[src/rtl/p_ram_dp.sv]
// -----------------------------------------------------------------------------
// p_ram_dp - simple-dual-port RAM with one write port and one registered read
// port on a single clock.
//
// Behaviour summary:
//   * A read request accepted on an edge presents the addressed word on `out`
//     after that edge, and `out_valid` is high for that one cycle.
//   * A read and a write to the same address on the same edge follow the
//     WRITE_FIRST policy. 1 means the new data is forwarded. 0 means the old
//     contents are returned. The write always lands.
//   * With CLEAR_ON_RESET=1, reset starts a sweep that zeroes one word per
//     edge. `busy` is high during the sweep, and all accesses are ignored.
//     With CLEAR_ON_RESET=0, reset leaves the contents untouched.
//
// Parameters:
//   BIT_WIDTH      word width in bits
//   SEL_WIDTH      address width (DEPTH = 2**SEL_WIDTH words)
//   WRITE_FIRST    same-address read-during-write policy (1 new, 0 old)
//   CLEAR_ON_RESET 1: reset triggers the zeroing sweep, 0: contents retained
//
// Ports:
//   clock          rising-edge clock for all state
//   reset          synchronous, active-high
//   in             write data
//   write_address  write word select
//   load           write enable
//   read_address   read word select
//   read           read request
//   out            registered read data
//   out_valid      one-cycle strobe: out carries data of last edge's request
//   busy           clear sweep in progress; accesses are ignored
// -----------------------------------------------------------------------------
module p_ram_dp #(
  parameter int BIT_WIDTH      = 8,
  parameter int SEL_WIDTH      = 4,
  parameter int WRITE_FIRST    = 1,
  parameter int CLEAR_ON_RESET = 1
) (
  input  logic                 clock,
  input  logic                 reset,
  input  logic [BIT_WIDTH-1:0] in,
  input  logic [SEL_WIDTH-1:0] write_address,
  input  logic                 load,
  input  logic [SEL_WIDTH-1:0] read_address,
  input  logic                 read,
  output logic [BIT_WIDTH-1:0] out,
  output logic                 out_valid,
  output logic                 busy
);

  localparam int DEPTH = 2 ** SEL_WIDTH;

  typedef enum logic [0:0] {
    ST_CLEAR = 1'b0,
    ST_READY = 1'b1
  } state_t;

  // State chosen on a reset edge. The sweep only exists when it is enabled.
  localparam state_t RESET_STATE = (CLEAR_ON_RESET != 0) ? ST_CLEAR : ST_READY;

  // Storage array. It is never reset, so it maps onto block RAM. Zeroing goes
  // through the same single write port as normal writes.
  logic [BIT_WIDTH-1:0] mem_q [DEPTH];

  state_t               state_q, state_d;
  logic [SEL_WIDTH-1:0] clr_ptr_q, clr_ptr_d;
  logic [BIT_WIDTH-1:0] out_q, out_d;
  logic                 out_valid_q, out_valid_d;

  // Write-port mux: the sweep and the user port share it.
  logic                 mem_we;
  logic [SEL_WIDTH-1:0] mem_waddr;
  logic [BIT_WIDTH-1:0] mem_wdata;

  // Same-address collision on this edge. It only matters in READY.
  logic                 rdw_hit;
  logic                 sweep_last;

  assign rdw_hit    = load && read && (write_address == read_address);
  assign sweep_last = (clr_ptr_q == {SEL_WIDTH{1'b1}});

  // Next-state, write-port and read-data logic.
  always_comb begin
    state_d     = state_q;
    clr_ptr_d   = clr_ptr_q;
    out_d       = out_q;
    out_valid_d = 1'b0;
    mem_we      = 1'b0;
    mem_waddr   = write_address;
    mem_wdata   = in;

    case (state_q)
      ST_CLEAR: begin
        // One word per edge. User load/read are ignored, and out keeps the
        // zero it got on the reset edge.
        mem_we    = 1'b1;
        mem_waddr = clr_ptr_q;
        mem_wdata = '0;
        clr_ptr_d = clr_ptr_q + SEL_WIDTH'(1);
        if (sweep_last) begin
          state_d = ST_READY;
        end
      end

      ST_READY: begin
        mem_we = load;
        if (read) begin
          out_valid_d = 1'b1;
          // mem_q still holds pre-edge contents here. That gives read-first
          // behaviour by default; write-first forwards the incoming word.
          if ((WRITE_FIRST != 0) && rdw_hit) begin
            out_d = in;
          end else begin
            out_d = mem_q[read_address];
          end
        end
      end

      default: begin
        state_d = RESET_STATE;
      end
    endcase

    // A reset edge performs no access of any kind.
    if (reset) begin
      mem_we = 1'b0;
    end
  end

  // Control and output registers, with a synchronous reset.
  always_ff @(posedge clock) begin
    if (reset) begin
      state_q     <= RESET_STATE;
      clr_ptr_q   <= '0;
      out_q       <= '0;
      out_valid_q <= 1'b0;
    end else begin
      state_q     <= state_d;
      clr_ptr_q   <= clr_ptr_d;
      out_q       <= out_d;
      out_valid_q <= out_valid_d;
    end
  end

  // Memory write. This block has no reset, so the array infers as RAM.
  always_ff @(posedge clock) begin
    if (mem_we) begin
      mem_q[mem_waddr] <= mem_wdata;
    end
  end

  assign out       = out_q;
  assign out_valid = out_valid_q;
  assign busy      = (state_q == ST_CLEAR);

endmodule

[config.mk]
export PLATFORM = sky130hd
export DESIGN_NAME = p_ram_dp
export DESIGN_NICKNAME = d
export VERILOG_FILES = /design/src/rtl/p_ram_dp.sv
export SDC_FILE = /design/constraint.sdc
export NUM_CORES = 1
export LEC_CHECK = 0
export CORE_MARGIN = 4
export CORE_UTILIZATION = 43
export DETAILED_ROUTE_END_ITERATION = 8
export GPL_ROUTABILITY_DRIVEN = 0
export PLACE_DENSITY_LB_ADDON = 0.1
export SLEW_MARGIN = 25
export SYNTH_ARGS = -nofsm -noshare
export SYNTH_HDL_FRONTEND = slang
export SYNTH_SLANG_ARGS = --single-unit
[constraint.sdc]
create_clock -name clock -period 2 [get_ports clock]
set_input_delay 0.3 -clock clock [delete_from_list [all_inputs] [get_ports clock]]
set_output_delay 0.3 -clock clock [all_outputs]
set_load 0.01 [all_outputs]
Word level (Yosys, flattened, before mapping)
Memory sizes are Yosys's and may differ from the RTL's. A register that Yosys moved wholly into a read port is not among the register bits.
Index checks and enable logic that the tools add are counted.

storage, ports and cells
  register bits = 6
  latch bits = 0
  RAM bits = 128
  memory bits (read-only) = 0
  bits of input ports = 20
  output and inout bits = 10
  logic and storage cells = 18
  memories kept = 1

cells by class
  add/subtract/negate cells = 1
  multipliers = 0
  divide/modulo/power cells = 0
  order comparisons = 0
  equality and inequality tests = 1
  shift operators = 0
  mux-type cells = 9
  bitwise logic cells = 1
  reduce and logical (&&, ||, !) cells = 2

memories
  name   words  bits a word  read ports  clocked after memory_dff  write ports  RTL line  text
  mem_q  16     8            1           1                         1            63        logic [BIT_WIDTH-1:0] mem_q [DEPTH];

operators with widths
  kind                 count
  $mux 8               1
  $mux 1               6
  $add 4x1->4 const B  1
  $eq 4x4->1 const B   1
  $mux 4               1
  $pmux 1 s2           1
  $reduce_and 2->1     1
  $reduce_or 2->1      1
  $not 1->1            1

Depth between registers and ports, before layout
Gate-level depths: netlist of the first run.

  depth in word-level cells = 5
  gate-level depth with buffers = 8
  gate-level depth less buffers = 5

Worst setup path before layout of the first run
Ideal clock, no wire load.

  path kind = register to register
  start = register state_q
  end = memory mem_q[6][0], enable pin
  arrival time = 1.508 ns
  setup slack = 0.122 ns
  cell stages (with the launch flop) = 7
  cell sequence = dfxtp_1 > buf_4 > clkbuf_1 > nand3_1 > o21ai_0 > nand2_1 > nor2_1

between the ends
  longest elaborated chain between the ends = 5
  elaborated cells between the ends (all ways) = 6
  those cells by class = 5 x mux; 1 x bitwise

ends and longest elaborated chain
  item                          RTL line  text
  start, declared               65        state_t state_q, state_d;
  start signal, assigned        138       state_q <= state_d;
  $not 1->1                     n/a
  $pmux 1 s2                    92        case (state_q)
  $mux 1                        125       if (reset) begin
  $mux 1                        147       if (mem_we) begin
  $mux 1 (implied by the code)  148       mem_q[mem_waddr] <= mem_wdata;
  end, declared                 63

Parallel ways exist; a longest one is shown, timed or not.

==> impl_summary.md, run 1 <==
Pwr
Cell internal power was estimated by the tool at 5.27 mW. Combinational logic is responsible for 5.9% of the overall power. Sequential cells account for 48.2% of the total power. Summed over all nets, the switching power comes to 1.46 mW. The peak ir drop on the vdd network is 0.700 mV. In this run switching power makes up 21.6% of total power.

The share of power burned in the clock network is 45.9%. For this design the static power due to leakage is 2.52 nW. For this design the ratio of total power to cell area is 927 nW/um^2.

Timing
Setup violations remaining at the end of the flow were counted as 0. The achievable clock frequency is 0.525 GHz. The worst path meets setup with 0.0964 ns of slack. The number of hold violations in the final report is 0.

The minimum clock period after layout is 1.90 ns. The final setup TNS is 0 ns. The share of the cycle needed by the critical path after routing is 95.2%. The clock arrives with 0.0125 ns of skew. The max-slew violation total from the final report is 0. Setup repair after global routing left no endpoint under its margin.

The hold slack is 0.495 ns. The worst-margin pin slew is 0.610 ns. The worst max-slew margin expressed relative to the limit is 59.3%.

Floorplan
The initial standard-cell utilization of the core is 43.8%. From left edge to right edge, the die measures 124 um. In this run the standard cell core region covers 13200 sq um. The row count is 42. The area of the die is 15400 sq um.

The top-level I/O count is 30. From bottom edge to top edge, the die measures 124 um.

Clock network
Buffers inserted during clock tree synthesis total 17. The clock sink count is 142. The maximum clock path buffer count is 2.

The buffer cell driving the clock tree root is clkbuf_16. The clock transition at the registers of the reported paths is 0.06 ns. For the worst-skew pair, the clock arrives at the later sink with an insertion delay of 0.42 ns. Post-CTS timing repair inserted 0 buffers for setup. The count of H-tree levels built during CTS is 4. The CTS tree is built.

Route
The number of design rule violations left after detail routing is 0. The routed via count is 3369. In the final routed layout, each cell accounts on average for 21.6 um. In the routed layout, each cell is associated on average with a via count of 5.44.

The first routing iteration left 310 violations. Before antenna repair, the detailed router went through 4 iterations. After detailed routing, the total wire length is 13400 um. The detail route stage leaves a number of antenna-violating nets equal to 0.

Yosys
Sequential elements use 71.1% of the synthesized area. The leading area contributor after synthesis is edfxtp_1. The simple-gate area share of the yosys netlist is 5.93%. The prevailing post-synth register cell is edfxtp_1. The number of nets handed over by synthesis was 367. Summing the areas of all compound-gate instances in the mapped netlist gives 6.62% of the synthesized area. Summing the areas of all fa, ha and maj instances in the mapped netlist gives 0.216% of the synthesized area. Yosys printed 0 warnings. Counting flops with an async set or reset pin after synthesis yields a share of 0%. After synthesis, the mean cell area works out to 16.8 sq um. Counting flops with a built-in enable in the synthesized netlist gives 128.

The synthesis-stage register bit count is 142. The post-synthesis share of cell area spent on xor and xnor gates is 1.21%. The distinct cell type count after synthesis is 33. After synthesis, the cell types taking the most area are edfxtp_1, mux2i_1, mux4_2. The top cell type by area accounts for 66.2% of the synthesized area. Synthesis produced 346 cells. In this run the cell area of the synthesized design comes to 5800 sq um. The dominant combinational cell family by area after synthesis is multiplexers. The mux share of post-synthesis cell area is 12.6%.

GRT
Summed over all layers, the global routing overflow is 0. The total routing resource utilization after global routing is 18.9%. The global-route wire length before repair is 20300 um. The initial antenna violation count is 0.

Entering global routing, the biggest net connects 28 pins. The number of global-route vias before repair is 3432.

Place
The worst setup slack before clock tree synthesis is -0.506 ns. The wire-length estimate of the detail-placed layout is 9320 um. Input and output buffers added on the ports amount to 29.

Hold path
The path class of the tightest hold or removal check is input port to register.

Critical path
The maximum net fanout on the critical path is 10. The element type at the critical path end is a register. STA puts the critical path data required time at 2.32 ns. For the worst flop-to-flop path, the logic depth is 6. The end point of the critical path is out[7]. The setup slack of the worst register-to-register path is 0.20 ns. The worst reg2reg path endpoint is out[2]. The worst setup path is of the input port to register kind. The start point of the critical path is read_address[1].

The startpoint kind of the worst setup timing path is an input port. Data arrives at the worst endpoint at 2.22 ns. The startpoint identified for the worst register-to-register timing path is state_q.

Cells and area
Cells with a size suffix above 1 make up 24.8% of the layout. The area added between synthesis and finish is 25.1%. For this run, the share of the core covered by cells in the final layout is 54.8%. The number of nets in the final layout is 451. The number of fill cells is 1111. The repair_antennas step left the layout with diodes totalling 0.

Outcome
The flow ran to the end, and the final reports show no timing, DRC or antenna violations.

Flow run
The tool flagged a number of max-cap violations equal to 0.
critical path, cell delays in order:
cell             delay, ns
clkdlybuf4s50_1       0.53
buf_4                 0.23
buf_4                 0.18
mux4_2                0.30
nor3b_2               0.31
a21oi_1               0.07
a221o_1               0.29
sequential cells by signal (all words and copies together), names as in the netlist:
| register | count |
|---|---|
| mem_q | 128 |
| out | 8 |
| clr_ptr_q | 4 |
| out_valid | 1 |
| state_q | 1 |
cell type report:
cell class	count	area, sq um	share of cell area, %
clock inverters	15	161	2.22
multi-input cells	181	1560	21.5
repair buffers	84	751	10.3
clock buffers	17	425	5.86
inverters	4	15.0	0.207
well taps	176	220	3.03
flip-flops and latches	142	4130	56.8
synthesized netlist by cell type (3+ instances only):
cell type    n
edfxtp_1   128
mux2i_1     37
nor2_1      27
and2_1      17
mux4_2      16
dfxtp_1     14
a221o_1     13
a221oi_1    11
nand2_1     10
a21oi_1      8
o21ai_0      8
clkbuf_1     7
nor3b_1      5
buf_4        4
buf_6        4
inv_1        4
nor2b_1      4
xnor2_1      4
xor2_1       4
a22oi_1      3
buf_2        3
power groups by stage:
stage	sequential (mW)	clock [mW]	combinational, mW
6_report	3.24	3.09	0.398
5_1_grt	3.24	3.29	0.434
4_1_cts	3.24	3.15	0.401
3_5_place_dp	3.31	0	0.397
3_3_place_gp	3.31	0	0.393
2_1_floorplan	3.31	0	0.219
worst min-delay path by stage:
stage	from	end	slack (ns)	cells past startpoint
detailed placement	clr_ptr_q[3]	state_q	0.54	2
finish	read	out_valid	0.50	3
CTS	read	out_valid	0.49	3
global route	in[0]	out[0]	0.53	2
floorplan	reset	out_valid	0.38	1
global placement	clr_ptr_q[3]	state_q	0.54	2
metal layers:
metal	global-route usage, %	routed length, um
met2	29.4	6480
met4	8.62	415
met1	24.7	5710
met5	0	0
met3	5.18	752
repair_timing:
item / in CTS / in global routing
hold buffers: 0 / 0
resized for setup: 4 / 4
hold endpoints to repair: 0 / 0
endpoints found under the setup margin: 3 / 4
cells in the final DEF, fill, tap and decap left out, types with 6 or more instances in the layout:
cell type and count:
a21oi_1 8, buf_4 51, dfxtp_1 13, mux2i_1 37
clkbuf_16 17, edfxtp_1 128, clkdlybuf4s50_1 27, nand2_1 10
a221o_1 13, and2_1 17, nor2_1 27, o21ai_0 6
mux4_2 16, a221oi_1 11
cell families after synthesis:
kind of cell / after synthesis
compound gates: 50
xor+xnor: 8
fa+ha+maj: 1
buf+inv: 23
flops: 142
mux: 53
simple gates: 69
through the flow:
step           area, sq um  power [mW]  cells
2_1_floorplan         5800        3.52    346
3_3_place_gp          6650        3.70    587
3_5_place_dp          6650        3.70    587
4_1_cts               7250        6.79    619
5_1_grt               7260        6.97    619
6_report              7260        6.73    619
No activity file was read; power rests on OpenSTA's default activity.
==> run 2: changes to the inputs <==
--- a/config.mk
+++ b/config.mk
@@ -7,6 +7,7 @@
 export LEC_CHECK = 0
 export CORE_MARGIN = 4
 export CORE_UTILIZATION = 43
+export CTS_CLUSTER_DIAMETER = 120
 export DETAILED_ROUTE_END_ITERATION = 8
 export GPL_ROUTABILITY_DRIVEN = 0
 export PLACE_DENSITY_LB_ADDON = 0.1
==> results of run 2 <==
No change in the layout: final DEF, timing and power equal those of run 1.
